--- config.mk ---
export PLATFORM = sky130hd
export DESIGN_NAME = hypot_sqrt_engine
export DESIGN_NICKNAME = d
export VERILOG_FILES = /design/src/rtl/hypot_sqrt_engine.sv
export SDC_FILE = /design/constraint.sdc
export NUM_CORES = 1
export LEC_CHECK = 0
export CORE_AREA = 2 2 152 266
export CTS_BUF_LIST = sky130_fd_sc_hd__clkbuf_8
export DETAILED_ROUTE_END_ITERATION = 10
export DIE_AREA = 0 0 154 268
export GPL_TIMING_DRIVEN = 1
export HOLD_SLACK_MARGIN = 0.03
export MAX_ROUTING_LAYER = met4
export PLACE_DENSITY_LB_ADDON = 0.3
export SYNTH_ARGS = -nofsm -noshare
export SYNTH_HDL_FRONTEND = slang
export SYNTH_SLANG_ARGS = --single-unit
--- constraint.sdc ---
create_clock -name clk -period 12.5 [get_ports clk]
set_clock_uncertainty 0.15 [all_clocks]
set_input_delay 2.5 -clock clk [delete_from_list [all_inputs] [get_ports clk]]
set_output_delay 2.5 -clock clk [all_outputs]
set_load 0.01 [all_outputs]
--- src/rtl/hypot_sqrt_engine.sv ---
// Integer Euclidean magnitude floor(sqrt(x^2+y^2[+z^2])) with remainder and exact flag.
// One restoring square-root digit per clock behind a start/busy/done handshake.
module hypot_sqrt_engine #(
  parameter int W = 8
) (
  input  logic         clk,
  input  logic         rst_n,
  input  logic         start,
  input  logic         mode3d,
  input  logic [W-1:0] x,
  input  logic [W-1:0] y,
  input  logic [W-1:0] z,
  output logic         busy,
  output logic         done,
  output logic [W:0]   result,
  output logic [W+1:0] rem,
  output logic         exact
);

  localparam int SW = 2*W + 2;          // sum of squares width
  localparam int PW = W + 4;            // partial remainder incl. two shifted-in bits
  localparam int CW = $clog2(W + 1);

  typedef enum logic [1:0] {IDLE, SUM, ROOT} state_t;

  state_t         state, state_nxt;
  logic [W-1:0]   xr, yr, zr;
  logic           m3;
  logic [SW-1:0]  sum_sq, s_reg;
  logic [W:0]     root, root_nxt;
  logic [PW-1:0]  part, part_sh, trial, part_nxt;
  logic [CW-1:0]  cnt;
  logic [1:0]     pair;

  // NOTE: clocked state uses non-blocking assignments so every flop samples pre-edge values.
  always_ff @(posedge clk) begin
    if (!rst_n) state <= IDLE;
    else        state <= state_nxt;
  end

  // NOTE: every always_comb output gets a default first, so no path can infer a latch.
  always_comb begin
    state_nxt = state;
    unique case (state)
      IDLE:    if (start) state_nxt = SUM;
      SUM:     state_nxt = ROOT;
      ROOT:    if (cnt == '0) state_nxt = IDLE;
      default: state_nxt = IDLE;
    endcase
  end

  always_comb begin
    sum_sq = SW'(xr) * SW'(xr) + SW'(yr) * SW'(yr);
    if (m3) sum_sq = sum_sq + SW'(zr) * SW'(zr);
  end

  // One restoring digit: bring down the next bit pair of S, try subtracting (root<<2)|1.
  always_comb begin
    pair    = 2'(s_reg >> {cnt, 1'b0});
    part_sh = {part[PW-3:0], pair};
    trial   = PW'({root, 2'b01});
    if (part_sh >= trial) begin
      part_nxt = part_sh - trial;
      root_nxt = {root[W-1:0], 1'b1};
    end else begin
      part_nxt = part_sh;
      root_nxt = {root[W-1:0], 1'b0};
    end
  end

  // NOTE: working registers carry no reset; each is loaded before it is ever read.
  always_ff @(posedge clk) begin
    unique case (state)
      IDLE: if (start) begin
        xr <= x;
        yr <= y;
        zr <= z;
        m3 <= mode3d;
      end
      SUM: begin
        s_reg <= sum_sq;
        root  <= '0;
        part  <= '0;
        cnt   <= CW'(W);
      end
      ROOT: begin
        root <= root_nxt;
        part <= part_nxt;
        cnt  <= cnt - CW'(1);
      end
      default: ;
    endcase
  end

  always_ff @(posedge clk) begin
    if (!rst_n) begin
      busy   <= 1'b0;
      done   <= 1'b0;
      result <= '0;
      rem    <= '0;
      exact  <= 1'b0;
    end else begin
      done <= 1'b0;
      if (state == IDLE && start) busy <= 1'b1;
      if (state == ROOT && cnt == '0) begin
        result <= root_nxt;
        rem    <= part_nxt[W+1:0];
        exact  <= (part_nxt == '0);
        done   <= 1'b1;
        busy   <= 1'b0;
      end
    end
  end

endmodule

; Word-level counts from Yosys, hierarchy flattened
; Cells that the tools add are included.
[word_totals]
regBits = 90
latchBits = 0
mem_bits_rw = 0
rom_bits = 0
inputBits = 28
out_inout_bits = 22
n_memories = 0
[op_classes]
n_addsub = 4
n_mul = 3
n_div = 0
n_lt_le_gt_ge = 1
n_eq_ne = 4
shift = 1
mux = 10
n_bitwise = 1
n_reduce_logical = 9
[op_table]
columns = op, n
row1 = $mul A8 B8 Y16, 3
row2 = $pmux W10 S2, 1
row3 = $add A17 B16 Y18, 1
row4 = $mux W18, 1
row5 = $pmux W9 S2, 1
row6 = $shr A18 B5 Y2, 1
row7 = $add A16 B16 Y17, 1
row8 = $ge A12 B11 Y1, 1
row9 = $logic_not A12 Y1, 1
row10 = $mux W12, 1
row11 = $sub A12 B11 Y12, 1
row12 = $pmux W4 S2, 1
row13 = $pmux W2 S3, 1
row14 = $logic_not A4 Y1, 1
row15 = $mux W2, 2
row16 = $reduce_and A2 Y1, 2
row17 = $sub A4 B1 Y4 const B, 1
row18 = $eq A2 B1 Y1 const B, 1
row19 = $eq A2 B2 Y1 const B, 1
row20 = $logic_and A1 B1 Y1, 2
row21 = $logic_not A2 Y1, 1
row22 = $mux W1, 2
row23 = $ne A2 B1 Y1 const B, 1
row24 = $ne A2 B2 Y1 const B, 1
row25 = other kinds (3), 3

; Longest topological paths before layout
; Gate-level depths: netlist of the first run.
[depth]
depth_word = 4
ltp_mapped = 34
depth_no_buf = 33

; Worst setup path before layout of the first run
; No wires, ideal clock.
[synth_timing]
path_kind = register -> register
from = register xr[0]
to = register s_reg[17] (data pin)
setup_ns = 0.255
t_arrival_ns = 8.108
setup_slack_ns = 3.987
stages_incl_launch_ff = 31
path_buffers = 0
synth_period_minus_slack_ns = 8.513
cell_sequence = edfxtp_1 and2_1 inv_1 fa_1 fa_1 inv_1 fa_1 fa_1 fa_1 inv_1 fa_1 inv_1 ha_1 a21oi_1 xnor2_1 fa_1 fa_1 inv_1 fa_1 inv_1 fa_1 inv_1 ha_1 inv_1 a21oi_1 o21ai_0 a21oi_1 a211oi_1 o41ai_1 xor2_1 and2_1
[synth_via]
elab_chain_cells = 4
[synth_rtl]
columns = item, line
row1 = from (decl), 27  ; logic [W-1:0] xr, yr, zr;
row2 = from (signal assigned), 75  ; xr <= x;
row3 = $mul A8 B8 Y16, 53  ; sum_sq = SW'(xr) * SW'(xr) + SW'(yr) * SW'(yr);
row4 = $add A16 B16 Y17, 53
row5 = $add A17 B16 Y18, 54  ; if (m3) sum_sq = sum_sq + SW'(zr) * SW'(zr);
row6 = $mux W18, 54
row7 = to (signal assigned), 81  ; s_reg <= sum_sq;
row8 = to (decl), 29  ; logic [SW-1:0] sum_sq, s_reg;
; No other way between the ends.
; A chain may end at the register's enable or synchronous reset.

; Worst setup path after layout of the first run
; Ends and elaborated chain as after synthesis.

==> results of run 1 <==
==> stage by stage <==
stage	setup WS (ps)	hold WS (ps)	utilization	instances	cell area, um2
after CTS	3374	325.7	0.2805	1499	10950
after detailed placement	3373	311.0	0.2753	1483	10750
final	3431	320.5	0.2805	1499	10950
after global routing	2835	349.0	0.2805	1499	10950
after floorplan	3987	337.6	-	961	9701
after global placement	3498	306.7	0.2753	1483	10750
==> layer usage <==
| layer | vias up | global-route usage | routed length [um] |
|---|---|---|---|
| met4 | 0 | 0.04521 | 544 |
| met3 | 27 | 0.01226 | 302 |
| met1 | 3189 | 0.1079 | 7814 |
| met5 | - | - | 0 |
| li1 | 3160 | - | - |
| met2 | 70 | 0.2389 | 13210 |
==> final cells by class <==
class / count / area (um2) / area share
clock buffer: 9 / 123.9 / 0.01131
clock inverter: 7 / 81.33 / 0.007426
inverter: 196 / 735.7 / 0.06718
multi-input combinational: 656 / 6430 / 0.5871
sequential: 90 / 2462 / 0.2248
tap: 490 / 613.1 / 0.05598
timing repair buffer: 51 / 505.5 / 0.04616
==> worst reg2reg max path: cells and delay by family (launching register included) <==
kind,cells,cell delay [ps]
flops,1,570
fa+ha+maj,12,5630
buf+inv,8,420
simple gates,2,420
compound gates,6,1310
xor+xnor,2,350
==> cells in the final DEF, fill, tap and decap left out, types with 2 or more instances in the layout <==
master             n
xnor2_1           31
nand3b_1           2
inv_1            195
and3_1             5
a211o_1            2
or2_2              4
nor3_1             8
o41ai_1            2
o21bai_1           5
edfxtp_1          66
nor3b_1            6
buf_4              2
fa_1             116
o22ai_1            2
mux4_1             4
nor2_1            48
o21ai_0           21
a41oi_1            2
o211a_1            5
a31oi_1            3
ha_1             114
clkbuf_8           9
a21o_1            11
a21boi_0          12
a21oi_1           32
mux2i_1            6
nand3_1            9
clkinv_4           2
a211oi_1           3
mux2_2            12
xor2_1            18
nor2b_1           13
and2_1            65
dfxtp_1           24
nand4_1            2
nand2_1           79
clkdlybuf4s50_1   49
==> worst min-delay path by stage <==
stage	startpoint	end	slack, ps	cells after the start
floorplan	rem[0]	rem[0]	340	2
global placement	result[8]	result[8]	310	2
detailed placement	result[8]	result[8]	310	2
CTS	result[8]	result[8]	330	2
global route	result[8]	result[8]	350	2
finish	result[8]	result[8]	320	2
==> cells by family (layout without fill, tap and decap cells) <==
logic type               Yosys count  after routing  synth area share
AND/OR/NAND/NOR                  246            246            0.1255
adder cells (fa/ha/maj)          230            230            0.3864
buffers and inverters            215            263           0.08410
AO/OA/AOI/OAI                    108            108           0.07262
flip-flops                        90             90            0.2538
XOR/XNOR                          49             49           0.04424
multiplexers                      23             23           0.03328
==> results.json, run 1 <==
{
  "wl_per_cell_um": 14.59,
  "worstPathRequired_ps": 12540,
  "antenna_found_initial": 0,
  "die_area_mm2": 0.04127,
  "grt_max_degree": 26,
  "dp_hpwl_um": 18150,
  "diodes": 0,
  "yosysMostFrequentCell": "inv_1",
  "fillCellCount": 4132,
  "drc_errors": 0,
  "ys_top_cells_by_area": "fa_1 (24%), edfxtp_1 (20%), ha_1 (15%)",
  "syn_to_final_growth_pct": 12.90,
  "period_share": 0.7255,
  "via_per_inst": 4.300,
  "worstSetupEndpoint": "s_reg[17]",
  "clk_pin_slew_worst_paths_ps": 110,
  "track_usage": 0.1164,
  "synthTopCellsByCount": "inv_1 (194), fa_1 (116), ha_1 (114)",
  "synth_top_area_share": 0.2394,
  "die_h_um": 268,
  "ys_warn_count": 0,
  "numCtsBuffers": 9,
  "rrSetupSlack_ps": 3430,
  "yosysSeqAreaShare": 0.2538,
  "synth_edf_count": 66,
  "die_w_um": 154,
  "cts_num_sinks": 90,
  "setup_viol": 0,
  "final_max_slew_viol_count": 0,
  "cts_tree": "done",
  "r2r-end": "s_reg[17]",
  "synth.largest_area_cell": "fa_1",
  "grt_overflow": 0,
  "ctsResizeCount": 0,
  "io_pins": 50,
  "setup_tns_ps": 0,
  "gp_congestion": 0.8347,
  "avgSynthCellArea_um2": 10.09,
  "async_reset_ff_frac": 0,
  "netlist_area_mm2": 0.009701,
  "layout_min_cycle_time_ps": 9069,
  "cp-end-kind": "register",
  "placementRows": 96,
  "crit_slowest_cell": "edfxtp_1",
  "ant_nets": 0,
  "syn_nets": 1219,
  "io_buffers": 49,
  "max_cap_viol_count": 0,
  "firstDrtPassIters": 6,
  "initial_core_util": 0.2485,
  "htreeDepth": 3,
  "synth_cell_types": 52,
  "rsz0062_at_grt": "false",
  "cpPeakStageDelay_ps": 570,
  "synthCells": 961,
  "cp_max_fo": 11,
  "reg2reg_from": "xr[0]",
  "crit_family": "adder cells",
  "cts-root-buf": "clkbuf_8",
  "dr_total_vias": 6446,
  "max_freq_mhz": 110.3,
  "r2r_cells": 30,
  "ys_ff_latch": 90,
  "wirelength_um": 21880,
  "largest_reg_flops": 18,
  "cts_setup_buffers": 0,
  "fp.coreArea_mm2": 0.03904,
  "cts_buffer_depth": 2,
  "drtIter0Drc": 209,
  "worst_ep_arrival_time_ps": 9110,
  "ys.flop_type": "edfxtp_1",
  "drive_gt1_frac": 0.03964,
  "nNetsFinal": 1262,
  "tightest_slew_ps": 1025,
  "hold_viol": 0,
  "status": "finished clean",
  "holdCritPathClass": "reg -> reg",
  "criticalPathCategory": "reg -> reg",
  "crit_cells": 30,
  "start_kind": "register",
  "cp_common_cell": "fa_1",
  "worst-path-buf-inv": 8,
  "clock_latency_ps": 430,
  "startpoint": "xr[0]",
  "grt_pass1_wl_um": 35710,
  "ctsHoldBuffers": 0,
  "grt_pass1_vias": 7052,
  "timing.slew.headroom": 0.3167
}
Power of run 1 is left out: the tool's default activity adds up to more than one toggle a clock period on the data nets, which glitch-free logic cannot reach.
==> inputs of run 2 (changes only) <==
==> constraint.sdc (replaced) <==
create_clock -name clk -period 7.85 [get_ports clk]
set_clock_uncertainty 0.15 [all_clocks]
set_input_delay 1.57 -clock clk [delete_from_list [all_inputs] [get_ports clk]]
set_output_delay 1.57 -clock clk [all_outputs]
set_load 0.01 [all_outputs]
==> run 2 against run 1 <==
Effect of this change:
- the run now ends with setup timing left
- die area unchanged
- maximum frequency increased by 8.6%
- non-clock buffer count increased by 86
- cell count increased by 5.7%
- via count increased by 5.4%
- worst hold slack got worse by 6.3 ps
- global-route usage increased by 0.65 points
- core utilization increased by 2.8 points
- first-iteration DRC count decreased by 7.7%
==> results.json, run 2 (synthesis results as in run 1) <==
{
  "rsz0062_at_grt": "true",
  "violations": "setup timing",
  "setup_tns_ps": -3038,
  "fillCellCount": 4006,
  "gp_congestion": 0.8634,
  "io_pins": 50,
  "htreeDepth": 3,
  "grt_pass1_wl_um": 37930,
  "crit_slowest_cell": "fa_1",
  "cts_num_sinks": 90,
  "worstPathRequired_ps": 7880,
  "grt_pass1_vias": 7544,
  "drive_gt1_frac": 0.1744,
  "die_h_um": 268,
  "antenna_found_initial": 0,
  "largest_reg_flops": 18,
  "wirelength_um": 23020,
  "diodes": 0,
  "final_common_cell": "inv_1",
  "io_buffers": 49,
  "cp_max_fo": 4,
  "worst_ep_arrival_time_ps": 8380,
  "syn_to_final_growth_pct": 24.12,
  "initial_core_util": 0.2485,
  "via_per_inst": 4.288,
  "holdPathStages": 2,
  "final_max_slew_viol_count": 0,
  "die_area_mm2": 0.04127,
  "place_area_mm2": 0.01140,
  "min-delay-start": "result[8]",
  "cts-root-buf": "clkbuf_8",
  "timing.slew.headroom": 0.3470,
  "final_cell_mix": "inv_1 (183), fa_1 (114), ha_1 (102)",
  "wl_met3_um": 394,
  "ctsHoldBuffers": 0,
  "rrSetupSlack_ps": -500,
  "clk_pin_slew_worst_paths_ps": 110,
  "firstDrtPassIters": 4,
  "cts_tree": "done",
  "r2r-end": "s_reg[16]",
  "start_kind": "register",
  "reg2reg_from": "yr[0]",
  "nNetsFinal": 1348,
  "dr_total_vias": 6797,
  "drc_errors": 0,
  "hold_viol": 0,
  "status": "finished, violations left",
  "wl_met2_um": 14090,
  "fin_util": 0.3084,
  "criticalPathCategory": "reg -> reg",
  "tightest_slew_ps": 979.5,
  "grt_max_degree": 26,
  "numCtsBuffers": 9,
  "ant_nets": 0,
  "top_layer": "met4",
  "max_freq_mhz": 119.7,
  "layout_min_cycle_time_ps": 8352,
  "track_usage": 0.1228,
  "cp-end-kind": "register",
  "fp.coreArea_mm2": 0.03904,
  "grt_overflow": 0,
  "placementRows": 96,
  "hold_end": "result[8]",
  "holdCritPathClass": "reg -> reg",
  "fin_area_mm2": 0.01204,
  "setup_viol": 9,
  "cpPeakStageDelay_ps": 570,
  "wl_met1_um": 8055,
  "max_cap_viol_count": 0,
  "r2r_cells": 28,
  "fin_ws_ps": -501.8,
  "period_share": 1.064,
  "dp_hpwl_um": 18960,
  "fin_cells": 1585,
  "drtIter0Drc": 193,
  "die_w_um": 154,
  "cp_common_cell": "fa_1",
  "wl_per_cell_um": 14.52,
  "cts_buffer_depth": 2,
  "clock_latency_ps": 410,
  "dpl.cell_count": 1554
}
-- run 2: area by class of cell --
type,count,area [um2],area share
Sequential cell,90,2462,0.2045
Timing Repair Buffer,137,1162,0.09654
Clock buffer,10,137.6,0.01143
Multi-Input combinational cell,656,6852,0.5691
Inverter,196,740.7,0.06152
Tap cell,490,613.1,0.05092
Clock inverter,6,72.57,0.006027
-- run 2: metal layers --
layer  track usage  up-vias
li1              -     3329
met1        0.1154     3380
met2        0.2542       65
met3       0.01290       23
met4       0.03991        0
met5             -        -
-- run 2: repair_timing --
item / in CTS / in global routing
pin swaps: 27 / 31
setup endpoints to repair: 10 / 12
buffers inserted: 9 / 7
gates resized for setup: 32 / 26
-- run 2: stage by stage --
stage          setup slack (ps)  hold slack (ps)
6_report                 -501.8            314.2
2_1_floorplan            -228.2            337.6
3_3_place_gp             -630.1            301.9
5_1_grt                  -740.3            350.5
4_1_cts                  -488.2            319.5
3_5_place_dp             -734.5            306.7
-- run 2: worst max path at each step --
stage	to	slack (ps)	depth (start not counted)	startpoint
after floorplan	s_reg[16]	-230	29	xr[0]
after global placement	s_reg[15]	-630	32	xr[3]
after detailed placement	s_reg[16]	-730	29	yr[1]
after CTS	s_reg[15]	-490	29	yr[0]
after global routing	s_reg[16]	-740	30	yr[0]
final	s_reg[16]	-500	28	yr[0]
-- run 2: critical path: cells and delay by family, from the launching register on --
| family | cells | cell delay, ps |
|---|---|---|
| buffers and inverters | 7 | 430 |
| adders and majority gates | 12 | 5560 |
| xor gates and xnor gates | 2 | 280 |
| AOI/OAI and AO/OA | 4 | 790 |
| DFF | 1 | 470 |
| and+or+nand+nor | 2 | 190 |
| muxes | 1 | 250 |
Power of run 2 is left out for the same reason.
